`config.mk`:
```
export PLATFORM = sky130hd
export DESIGN_NAME = hex_digit_scanner
export DESIGN_NICKNAME = d
export VERILOG_FILES = /design/src/rtl/hex_digit_scanner.sv
export SDC_FILE = /design/constraint.sdc
export NUM_CORES = 1
export LEC_CHECK = 0
export BUFFER_PORTS_ARGS = -buffer_cell sky130_fd_sc_hd__buf_4
export CORE_MARGIN = 2
export CORE_UTILIZATION = 31
export CTS_BUF_LIST = sky130_fd_sc_hd__clkbuf_2
export DETAILED_ROUTE_END_ITERATION = 16
export PLACE_DENSITY = 0.57
export SYNTH_ARGS = -nofsm -noshare
export SYNTH_HDL_FRONTEND = slang
export SYNTH_SLANG_ARGS = --single-unit
```
`constraint.sdc`:
```
create_clock -name clk -period 7.9 [get_ports clk]
set_input_delay 1.58 -clock clk [delete_from_list [all_inputs] [get_ports clk]]
set_output_delay 1.58 -clock clk [all_outputs]
set_load 0.02 [all_outputs]
```
`src/rtl/hex_digit_scanner.sv`:
```
// hex_digit_scanner
//   Time-multiplexed scanner that feeds one nibble at a time to a hex-to-
//   seven-segment decoder and drives the matching active-low digit enable.
//   New values are staged in a shadow register and only take effect at a
//   frame boundary (digit NUM_DIGITS-1 -> 0), so a frame never tears.
//
// Ports
//   clk          rising-edge system clock
//   rst          synchronous reset, active-high
//   value_in     value to display, digit 0 is nibble [3:0]
//   load         capture strobe for value_in (single-cycle or held)
//   blank_lz     1 = suppress leading-zero digits
//   hex          nibble of the active digit (decoder input)
//   digit_en     active-low digit enables, exactly one bit low
//   digit_blank  1 = active digit is a suppressed leading zero
//   digit_idx    index of the active digit
//   frame_done   one-cycle pulse after the scan wraps to digit 0
module hex_digit_scanner #(
  parameter int NUM_DIGITS  = 8,
  parameter int REFRESH_DIV = 50000,
  localparam int IDX_W      = $clog2(NUM_DIGITS)
) (
  input  logic                    clk,
  input  logic                    rst,
  input  logic [4*NUM_DIGITS-1:0] value_in,
  input  logic                    load,
  input  logic                    blank_lz,
  output logic [3:0]              hex,
  output logic [NUM_DIGITS-1:0]   digit_en,
  output logic                    digit_blank,
  output logic [IDX_W-1:0]        digit_idx,
  output logic                    frame_done
);

  localparam int                VAL_W     = 4 * NUM_DIGITS;
  localparam int                CNT_W     = $clog2(REFRESH_DIV);
  localparam logic [IDX_W-1:0]  LAST_IDX  = IDX_W'(NUM_DIGITS - 1);
  localparam logic [CNT_W-1:0]  LAST_TICK = CNT_W'(REFRESH_DIV - 1);

  logic [VAL_W-1:0] shadow;
  logic [VAL_W-1:0] disp;
  logic             pend;
  logic [CNT_W-1:0] tick_cnt;
  logic [IDX_W-1:0] idx;

  logic             tick;
  logic             wrap;
  logic [IDX_W-1:0] idx_nxt;
  logic [VAL_W-1:0] disp_nxt;

  // Nibble of digit i within v.
  function automatic logic [3:0] nibble_at(input logic [VAL_W-1:0] v,
                                           input logic [IDX_W-1:0] i);
    logic [3:0] n;
    n = '0;
    for (int d = 0; d < NUM_DIGITS; d++) begin
      if (i == IDX_W'(d)) n = v[4*d +: 4];
    end
    return n;
  endfunction

  // True when digits i..NUM_DIGITS-1 of v are all zero.
  function automatic logic upper_zero(input logic [VAL_W-1:0] v,
                                      input logic [IDX_W-1:0] i);
    logic z;
    z = 1'b1;
    for (int d = 0; d < NUM_DIGITS; d++) begin
      if (IDX_W'(d) >= i && v[4*d +: 4] != 4'h0) z = 1'b0;
    end
    return z;
  endfunction

  always_comb begin
    tick     = (tick_cnt == LAST_TICK);
    wrap     = tick && (idx == LAST_IDX);
    idx_nxt  = (idx == LAST_IDX) ? '0 : idx + 1'b1;
    disp_nxt = disp;
    // A load landing on the wrap edge bypasses the shadow so it is shown
    // in the frame that starts right now.
    if (wrap) begin
      if (load)      disp_nxt = value_in;
      else if (pend) disp_nxt = shadow;
    end
  end

  always_ff @(posedge clk) begin
    if (rst) begin
      shadow      <= '0;
      disp        <= '0;
      pend        <= 1'b0;
      tick_cnt    <= '0;
      idx         <= '0;
      hex         <= 4'h0;
      digit_en    <= {{(NUM_DIGITS-1){1'b1}}, 1'b0};
      digit_blank <= 1'b0;
      frame_done  <= 1'b0;
    end else begin
      frame_done <= wrap;
      if (load) shadow <= value_in;
      if (wrap)      pend <= 1'b0;
      else if (load) pend <= 1'b1;
      disp <= disp_nxt;
      // Outputs are re-registered only on a digit switch and always describe
      // the digit that becomes active on that edge.
      if (tick) begin
        tick_cnt    <= '0;
        idx         <= idx_nxt;
        hex         <= nibble_at(disp_nxt, idx_nxt);
        digit_en    <= ~(NUM_DIGITS'(1) << idx_nxt);
        digit_blank <= blank_lz && (idx_nxt != '0) && upper_zero(disp_nxt, idx_nxt);
      end else begin
        tick_cnt <= tick_cnt + 1'b1;
      end
    end
  end

  assign digit_idx = idx;

endmodule

```
# Word level (Yosys, flattened, before mapping)
# Cells that the tools add are included.
# word_totals
mem_count,0
output_inout_bits,17
latch_bits,0
ramBits,0
mem_bits_ro,0
register_bits,98
# op_classes
n_bitwise,1
mul,0
add_sub_neg,2
n_mux,22
n_lt_le_gt_ge,8
n_div,0
n_shift,1
eq_ne,9
reduce_logical,23
# ops
cell,count
$mux 32,3
$mux 4,8
$reduce_bool 4->1,8
$add 16x1->16 const B,1
$eq 16x16->1 const B,1
$eq 3x3->1 const B,5
$ge 3x3->1 const A,4
$logic_and 1x1->1,11
$mux 1,10
$not 8->8,1
$shl 1x3->8 const A,1
$eq 3x2->1 const B,2
$ge 1x3->1 const A,2
$ge 2x3->1 const A,2
$reduce_or 2->1,2
$add 3x1->3 const B,1
$eq 3x1->1 const B,1
$logic_not 3->1,1
$mux 3,1
$reduce_bool 3->1,1

# Longest topological paths before layout
# Gate-level depths: netlist of the first run.
# depth
word_depth,16
mapped_depth,10
depth_no_buf,8

# Worst setup path after synthesis of the first run
# OpenSTA, ideal clock, no wires.
# synth_timing
kind,in2reg
from,input load
to,register hex[0]
t_required_ns,7.770
arrival_time_ns,3.091
slack_ns,4.679
setup_time_ns,0.130
path_stages,7
path_cell_list,buf_2 -> buf_2 -> buf_2 -> mux2i_1 -> a211oi_1 -> a2111oi_0 -> a21oi_1
# synth_between
elab_chain_cells,10
# synth_rtl
element,line,rtl
"start, declared",26,"input logic load,"
$mux 32 *,81,if (load) disp_nxt = value_in;
$mux 32 *,80,if (wrap) begin
$mux 4 (7 in a row),57,if (i == IDX_W'(d)) n = v[4*d +: 4];
$mux 4 *,57,
"end signal, assigned",108,"hex <= nibble_at(disp_nxt, idx_nxt);"
"end, declared",28,"output logic [3:0] hex,"
# Mark *: on every way between the ends. The rest lies on a longest branch, timed or not.
# A chain may end at the register's enable or synchronous reset.

# Final worst setup path of the first run
# layout_timing
from,input load
to,register digit_blank
# layout_between
elab_chain_cells,15
word_cells_on_any_way,29
classes_between,mux (12); reduce/logical (17)
# layout_rtl
element,line,rtl
$mux 32 *,81,
$mux 32 *,80,
$reduce_bool 4->1,68,if (IDX_W'(d) >= i && v[4*d +: 4] != 4'h0) z = 1'b0;
$logic_and 1x1->1,68,
$mux 1 (7 in a row),68,
$mux 1 *,68,
$mux 1 *,105,if (tick) begin
$mux 1 *,87,if (rst) begin
$logic_and 1x1->1 *,110,"digit_blank <= blank_lz && (idx_nxt != '0) && upper_zero(disp_nxt, idx_nxt);"
"end signal, assigned",110,
"end, declared",30,"output logic digit_blank,"
# Mark *: on every way between the ends. The rest lies on a longest branch, timed or not. The select of a mux whose other input is x is not followed.

==> flow_summary.ini, run 1 <==
[run_status]
outcome = complete, no violations

[clocking]
htreeDepth = 3
ctsLongestPathBuffers = 2
cts_buffers = 9
ctsRootBufferMaster = clkbuf_2
clkTransAtPathRegs_ns = 0.24
worstSkewPairLatency_ns = 0.61
cts_resized = 0
post-cts-setup-buffers = 0
cts_tree = done
cts.sinks = 98
ctsHoldBuffers = 0

[min_path]
hp-class = flip-flop to flip-flop
hold_path_depth = 1
hold_path_startpoint = tick_cnt[0]
whs_endpoint = tick_cnt[0]

[floorplan]
dieArea_um2 = 15310
core_area_um2 = 13930
die_x_um = 123.7
initial_core_util = 0.3188
rows = 43
die_h_um = 123.7
num_io_pins = 53

[finish]
final_util = 0.3628
area_growth_pct = 13.77
final_nets = 587
fin_cells = 728
drive_above_1_share = 0.1442
final_common_cell = dfxtp_1
stdcell_area_um2 = 5055
n_antenna_cell = 0
final_cell_mix = dfxtp_1, nor2_1, buf_4

[routing]
drc = 0
vias = 3799
avgRoutedWirePerCell_um = 15.47
ant_nets = 0
first_pass_iters = 5
vias_per_cell = 5.218
routed_wl_um = 11260
drt_iter0_markers = 235

[synthesis]
ys.flop_type = dfxtp_1
avgSynthCellArea_um2 = 8.712
async_flop_share = 0
synth_area_leader_cell = dfxtp_1
synth_edf_count = 0
synth_seq_cells = 98
synthesis.area_um2 = 4443
synth_warnings = 0
synth_area_leaders = dfxtp_1, mux2i_1, nor2_1, a21oi_1, o21ai_0
seq_area_frac_synth = 0.4416
syn_inst = 510
ys_types = 54
synth_top_cell_area_share = 0.4416
synthesis.nets = 554

[timing]
relSlewSlack = 0.5427
fin_crit_sh = 0.4591
setup_viol = 0
period_needed_ns = 3.627
hold_viol = 0
rsz0062_at_grt = no
tightest_slew_ns = 0.6859
max_freq_mhz = 275.7
fin_skew_ns = 0.02580
tns_ns = 0
slew_viol_final = 0

[setup_path]
worstPathRequired_ns = 8.43
cp-end-kind = flip-flop
crit_path_max_incr_delay_ns = 0.54
setup.worst_path.class = input pin to flip-flop
critical_path.top_delay_family = simple AND/OR/NAND/NOR gates
cp.arrival_ns = 4.16
r2r_cells = 8
cp-start-kind = input pin
startpoint = load
r2r_start = digit_idx[0]
r2r_slack_ns = 4.53
worstPathCellList = buf_4, nor2_1, nor2_1, nand2_2, o22a_1, or4_1, a211oi_1
timing.rr.end = digit_blank
crit_top_cell = nor2_1
critPathBufInv = 1
crit_fanout = 42
crit_slowest_cell = nor2_1

[global_routing]
grt_overflow_total = 0
grt_pass1_vias = 3804
grt_pass1_wl_um = 18800
grt_max_degree = 68
met1_usage = 0.2002
antenna_found_initial = 0
grtUsageTotal = 0.1573
top_usage_layer = met2
use_met2 = 0.2651
use_met3 = 0.03755

[pwr]
power_density_nw_per_um2 = 158.6
finalPower_mw = 0.8016
p_leak_nw = 1.932
peakVddDrop_mv = 0.1113

[placed_design]
gp_congestion = 0.8707
dp.cells = 712
io_buffers = 52
postPlaceCellArea_um2 = 4950
post-dp-hpwl_um = 8044

[flow_run]
cap_violations = 0
-- Yosys cell counts (all sizes together) (9+ instances only) --
master / number
o21ai: 24
and2: 10
o211ai: 12
inv: 10
nor2: 75
mux2i: 28
a211oi: 15
and3: 9
clkbuf: 24
or3: 9
nand2: 31
nor3: 16
nand4: 9
a21oi: 35
dfxtp: 98
buf: 9
-- worst max path at each step --
stage             endpoint  cells after the start
6_report       digit_blank                      7
5_1_grt        digit_blank                      7
4_1_cts        digit_blank                      7
3_5_place_dp   digit_blank                      7
3_3_place_gp   digit_blank                      7
2_1_floorplan       hex[0]                      7
-- per-stage QoR --
step	hold slack (ns)	setup WS [ns]
2_1_floorplan	0.4132	4.679
6_report	0.4822	4.273
3_3_place_gp	0.4283	3.751
3_5_place_dp	0.4612	3.635
5_1_grt	0.5030	4.121
4_1_cts	0.4862	4.293
-- state kept, by name (all words and copies together), names as in the netlist --
| name | count |
|---|---|
| digit_blank | 1 |
| digit_en | 8 |
| digit_idx | 3 |
| disp | 32 |
| frame_done | 1 |
| hex | 4 |
| pend | 1 |
| shadow | 32 |
| tick_cnt | 16 |
-- routing by layer --
| metal | vias up | share of wire |
|---|---|---|
| li1 | 1911 | - |
| met1 | 1790 | 0.47 |
| met2 | 89 | 0.47 |
| met3 | 9 | 0.052 |
| met4 | 0 | 0.010 |
| met5 | - | 0 |
-- logic make-up after synthesis --
family,after synthesis,synth area share
flip-flops,98,0.4416
AO/OA/AOI/OAI,122,0.1749
AND/OR/NAND/NOR,194,0.2233
adder cells (fa/ha/maj),8,0.02253
XOR/XNOR,13,0.02563
buffers and inverters,43,0.03887
multiplexers,32,0.07322
-- cell type report --
| class | instances | area [um^2] |
|---|---|---|
| Fill cell | 1429 | 8880 |
| Multi-Input combinational cell | 369 | 2312 |
| Sequential cell | 98 | 1962 |
| Timing Repair Buffer | 55 | 412.9 |
| Tap cell | 180 | 225.2 |
| Clock inverter | 7 | 60.06 |
| Clock buffer | 9 | 45.04 |
| Inverter | 10 | 37.54 |
-- power breakdown --
part	internal (mW)	total (mW)	switching [mW]
Combinational	0.0247	0.0544	0.0296
Sequential	0.507	0.512	0.00480
Clock	0.0692	0.235	0.166
No activity file was read; power rests on OpenSTA's default activity.
==> run 2, diff against run 1 <==
Settings changed: PLACE_DENSITY 0.57 to 0.59.
Clock period 7.9 ns to 3.1 ns, I/O delays scaled along.
==> run 2 against run 1 <==
Net effect: clock skew increased by 0.0014 ns; sequential cell count unchanged; critical endpoint is now hex[3]; setup slack got worse by 4.0 ns; critical path type is now flip-flop to flip-flop; clock power increased to 2.6 times the previous value; combinational power increased to 2.7 times the previous value; die area unchanged; critical path depth increased by 1; via count increased by 1.8%; total power increased to 2.6 times the previous value; register-to-register slack got worse by 4.3 ns; hold slack got worse by 0.24 ns.
==> flow_summary.ini, run 2 (synthesis gave the netlist of run 1 again) <==
[floorplan]
initial_core_util = 0.3188
dieArea_um2 = 15310
rows = 43
die_x_um = 123.7
num_io_pins = 53
die_h_um = 123.7
core_area_um2 = 13930

[run_status]
outcome = complete, no violations

[placed_design]
io_buffers = 52
postPlaceCellArea_um2 = 5040
dp.cells = 724
post-dp-hpwl_um = 8713
gp_congestion = 0.8649

[finish]
stdcell_area_um2 = 5139
reg_top3 = disp x32, shadow x32, tick_cnt x16
drive_above_1_share = 0.1628
final_common_cell = dfxtp_1
area_growth_pct = 15.66
n_antenna_cell = 0
fin_cells = 739
final_cell_mix = dfxtp_1, nor2_1, buf_4
fillers = 1421
final_util = 0.3688
final_nets = 599

[setup_path]
worstPathCellList = ha_1, ha_1, and2_1, nand2_1, nor3_1, nor3_1, a311oi_1, a211oi_1
crit_slowest_cell = ha_1
cp.arrival_ns = 3.36
crit_fanout = 21
timing.rr.end = hex[3]
setup.worst_path.class = flip-flop to flip-flop
cp-start-kind = flip-flop
r2r_start = digit_idx[1]
r2r_slack_ns = 0.27
r2r_cells = 8
crit_path_max_incr_delay_ns = 0.73
cp-end-kind = flip-flop
worstPathRequired_ns = 3.63
startpoint = digit_idx[1]
worstSetupEndpoint = hex[3]

[routing]
ant_nets = 0
drc = 0
first_pass_iters = 5
routed_wl_um = 11910
vias_per_cell = 5.234
avgRoutedWirePerCell_um = 16.11
drt_iter0_markers = 279
vias = 3868

[clocking]
worstSkewPairLatency_ns = 0.62
htreeDepth = 3
cts_tree = done
ctsRootBufferMaster = clkbuf_2
cts_buffers = 9
ctsLongestPathBuffers = 2
clkTransAtPathRegs_ns = 0.25
ctsHoldBuffers = 0
cts_resized = 0
post-cts-setup-buffers = 0
cts.sinks = 98

[global_routing]
grt_overflow_total = 0
grt_pass1_vias = 3853
grt_pass1_wl_um = 19350
antenna_found_initial = 0
grt_max_degree = 35
grtUsageTotal = 0.1640

[timing]
rsz0062_at_grt = no
tightest_slew_ns = 0.6650
fin_crit_sh = 0.9118
fin_skew_ns = 0.02722
max_freq_mhz = 353.8
slew_viol_final = 0
period_needed_ns = 2.827
hold_viol = 0
relSlewSlack = 0.5567
setup_viol = 0
tns_ns = 0

[min_path]
hp-class = input pin to flip-flop
hold_path_depth = 3

[pwr]
p_leak_nw = 1.992
peakVddDrop_mv = 0.2421
power_density_nw_per_um2 = 399.9
finalPower_mw = 2.055

[flow_run]
cap_violations = 0
==> run 2: where the power goes <==
group	internal, mW	total (mW)	switching [mW]
combinational	0.0665	0.145	0.0785
sequential	1.29	1.30	0.0123
clock	0.184	0.606	0.422
==> run 2: layout make-up <==
class / instances / area (um^2) / area share
multi-input combinational: 369 / 2312 / 0.4500
sequential: 98 / 1962 / 0.3818
timing repair buffer: 67 / 503.0 / 0.09788
tap: 180 / 225.2 / 0.04383
clock buffer: 11 / 55.05 / 0.01071
clock inverter: 4 / 43.79 / 0.008522
inverter: 10 / 37.54 / 0.007305
==> run 2: metal layers <==
metal  routed length, um  global-route usage  vias up
li1                    -                   -     1926
met1                5605              0.2208     1822
met2                5468              0.2579      103
met3                 668             0.04670       17
met4                 165             0.04261        0
met5                   0                   0        -
==> run 2: how the worst min path moves through the flow <==
stage	start	end	slack (ns)
after CTS	value_in[17]	shadow[17]	0.23
final	value_in[0]	shadow[0]	0.25
after global routing	value_in[0]	shadow[0]	0.23
after floorplan	tick_cnt[0]	tick_cnt[0]	0.41
after global placement	tick_cnt[0]	tick_cnt[0]	0.42
after detailed placement	tick_cnt[0]	tick_cnt[0]	0.44
==> run 2: worst max-delay path, delay by kind of cell, from the launching register on <==
family,cells,cell delay [ns]
compound gates,2,0.53
fa+ha+maj,2,0.96
flops,1,0.41
simple gates,4,0.82
==> run 2: through the flow <==
stage                     hold WS, ns  setup WS [ns]
final                          0.2466         0.2733
after detailed placement       0.4417         0.3687
after floorplan                0.4132         0.4427
after global placement         0.4240         0.4003
after CTS                      0.2336         0.3029
after global routing           0.2343        0.05247
==> run 3, diff against run 2 <==
Settings changed: CORE_ASPECT_RATIO set to 1.75, SLEW_MARGIN set to 20.
==> run 3 against run 2 <==
Net effect: global-route usage grew 0.40 points; final cell count grew 0.27%; routed wire length grew 3.8%; hold slack gained 0.027 ns; core utilization grew 0.20 points; non-clock buffer count grew 3; clock skew grew 0.0014 ns; first-iteration DRC count shrank 38%; setup slack gained 0.069 ns; largest power group unchanged.
==> flow_summary.ini, run 3 (synthesis gave the netlist of run 1 again) <==
[finish]
final_common_cell = dfxtp_1
final_nets = 602
drive_above_1_share = 0.1705
area_growth_pct = 16.64
final_util = 0.3707
reg_top3 = disp x32, shadow x32, tick_cnt x16
final_cell_mix = dfxtp_1, nor2_1, buf_4

[pwr]
internal_power_mw = 1.550
p_leak_nw = 2.010
power_density_nw_per_um2 = 403.0
p_sw_mw = 0.5382
p_comb_frac = 0.070
clkPwrFrac = 0.306
peakVddDrop_mv = 0.1731
p_sw_frac = 0.2577
power_frac_seq = 0.624

[timing]
max_freq_mhz = 362.6
rsz0062_at_grt = no
hold_viol = 0
fin_skew_ns = 0.02859
relSlewSlack = 0.5263
slew_viol_final = 0
tns_ns = 0
fin_crit_sh = 0.8897
setup_viol = 0
tightest_slew_ns = 0.7106
whs_ns = 0.2731
period_needed_ns = 2.758

[setup_path]
timing.rr.end = hex[0]
worstSetupEndpoint = hex[0]
setup.worst_path.class = flip-flop to flip-flop
cp-end-kind = flip-flop
worstPathRequired_ns = 3.60
r2r_start = tick_cnt[0]
cp-start-kind = flip-flop
startpoint = tick_cnt[0]
crit_fanout = 18
r2r_cells = 8
cp.arrival_ns = 3.26
r2r_slack_ns = 0.34

[clocking]
cts.sinks = 98
post-cts-setup-buffers = 0
cts_tree = done
ctsHoldBuffers = 0
cts_resized = 0
htreeDepth = 3
clkTransAtPathRegs_ns = 0.27
ctsRootBufferMaster = clkbuf_2
worstSkewPairLatency_ns = 0.59
cts_buffers = 9
ctsLongestPathBuffers = 2

[global_routing]
grt_overflow_total = 0
use_met2 = 0.3065
grtUsageTotal = 0.1680
grt_pass1_vias = 3958
antenna_found_initial = 1
grt_max_degree = 68
use_met3 = 0.02730
grt_pass1_wl_um = 19840
met1_usage = 0.1816
top_usage_layer = met2

[floorplan]
core_area_um2 = 13980
die_h_um = 162.4
num_io_pins = 53
dieArea_um2 = 15340
die_x_um = 94.50
initial_core_util = 0.3178
rows = 57

[min_path]
hp-class = input pin to flip-flop

[routing]
routed_wl_um = 12360
avgRoutedWirePerCell_um = 16.69
vias_per_cell = 5.294
ant_nets = 0
drt_iter0_markers = 173
first_pass_iters = 4
drc = 0
vias = 3923

[flow_run]
cap_violations = 0

[placed_design]
post-dp-hpwl_um = 9474
io_buffers = 52
gp_congestion = 0.9229

[run_status]
outcome = complete, no violations
## run 3: cell types whose count changed in the layout (fill, tap and decap cells not counted), moves of 2 or more
cell and delta:
inv_6 +2, clkbuf_2 -2, buf_4 +3, clkinvlp_4 +2
## run 3: critical path, cell delays in order (launching register included)
cell,delay (ns)
dfxtp_1,0.42
ha_1,0.20
and3_1,0.27
nand4_2,0.46
nor2_4,0.25
buf_4,0.23
a211oi_1,0.12
a2111oi_0,0.58
a21oi_1,0.16
## run 3: worst min path at each step
stage	startpoint	endpoint	slack [ns]	depth (start not counted)
after floorplan	tick_cnt[0]	tick_cnt[0]	0.41	1
after global placement	tick_cnt[0]	tick_cnt[0]	0.43	1
after detailed placement	tick_cnt[0]	tick_cnt[0]	0.46	1
after CTS	value_in[0]	shadow[0]	0.23	3
after global routing	value_in[25]	shadow[25]	0.24	3
final	value_in[21]	shadow[21]	0.27	3
## run 3: final cells by class
class / instances / area [um^2]
Fill cell: 1528 / 8796
Clock inverter: 7 / 76.32
Multi-Input combinational cell: 369 / 2312
Tap cell: 177 / 221.5
Clock buffer: 9 / 45.04
Timing Repair Buffer: 70 / 525.5
Sequential cell: 98 / 1962
Antenna cell: 1 / 2.502
Inverter: 10 / 37.54
## run 3: layer usage
| metal | vias to the layer above | wire length, um |
|---|---|---|
| li1 | 1934 | - |
| met1 | 1869 | 4823 |
| met2 | 89 | 6669 |
| met3 | 31 | 369 |
| met4 | 0 | 502 |
| met5 | - | 0 |
## run 3: power groups by stage
stage | clock network (mW) | logic (mW) | registers, mW
5_1_grt | 0.716 | 0.163 | 1.31
6_report | 0.640 | 0.146 | 1.30
3_5_place_dp | 0 | 0.149 | 1.33
2_1_floorplan | 0 | 0.0858 | 1.32
4_1_cts | 0.667 | 0.149 | 1.30
3_3_place_gp | 0 | 0.146 | 1.32
## run 3: per-stage QoR
step / area, um^2 / std cells / power [mW] / setup WS, ns
6_report: 5182 / 741 / 2.089 / 0.3420
5_1_grt: 5182 / 741 / 2.186 / 0.1596
4_1_cts: 5180 / 740 / 2.119 / 0.3333
3_5_place_dp: 5059 / 724 / 1.474 / 0.3791
3_3_place_gp: 5059 / 724 / 1.470 / 0.4389
2_1_floorplan: 4443 / 510 / 1.408 / 0.4427
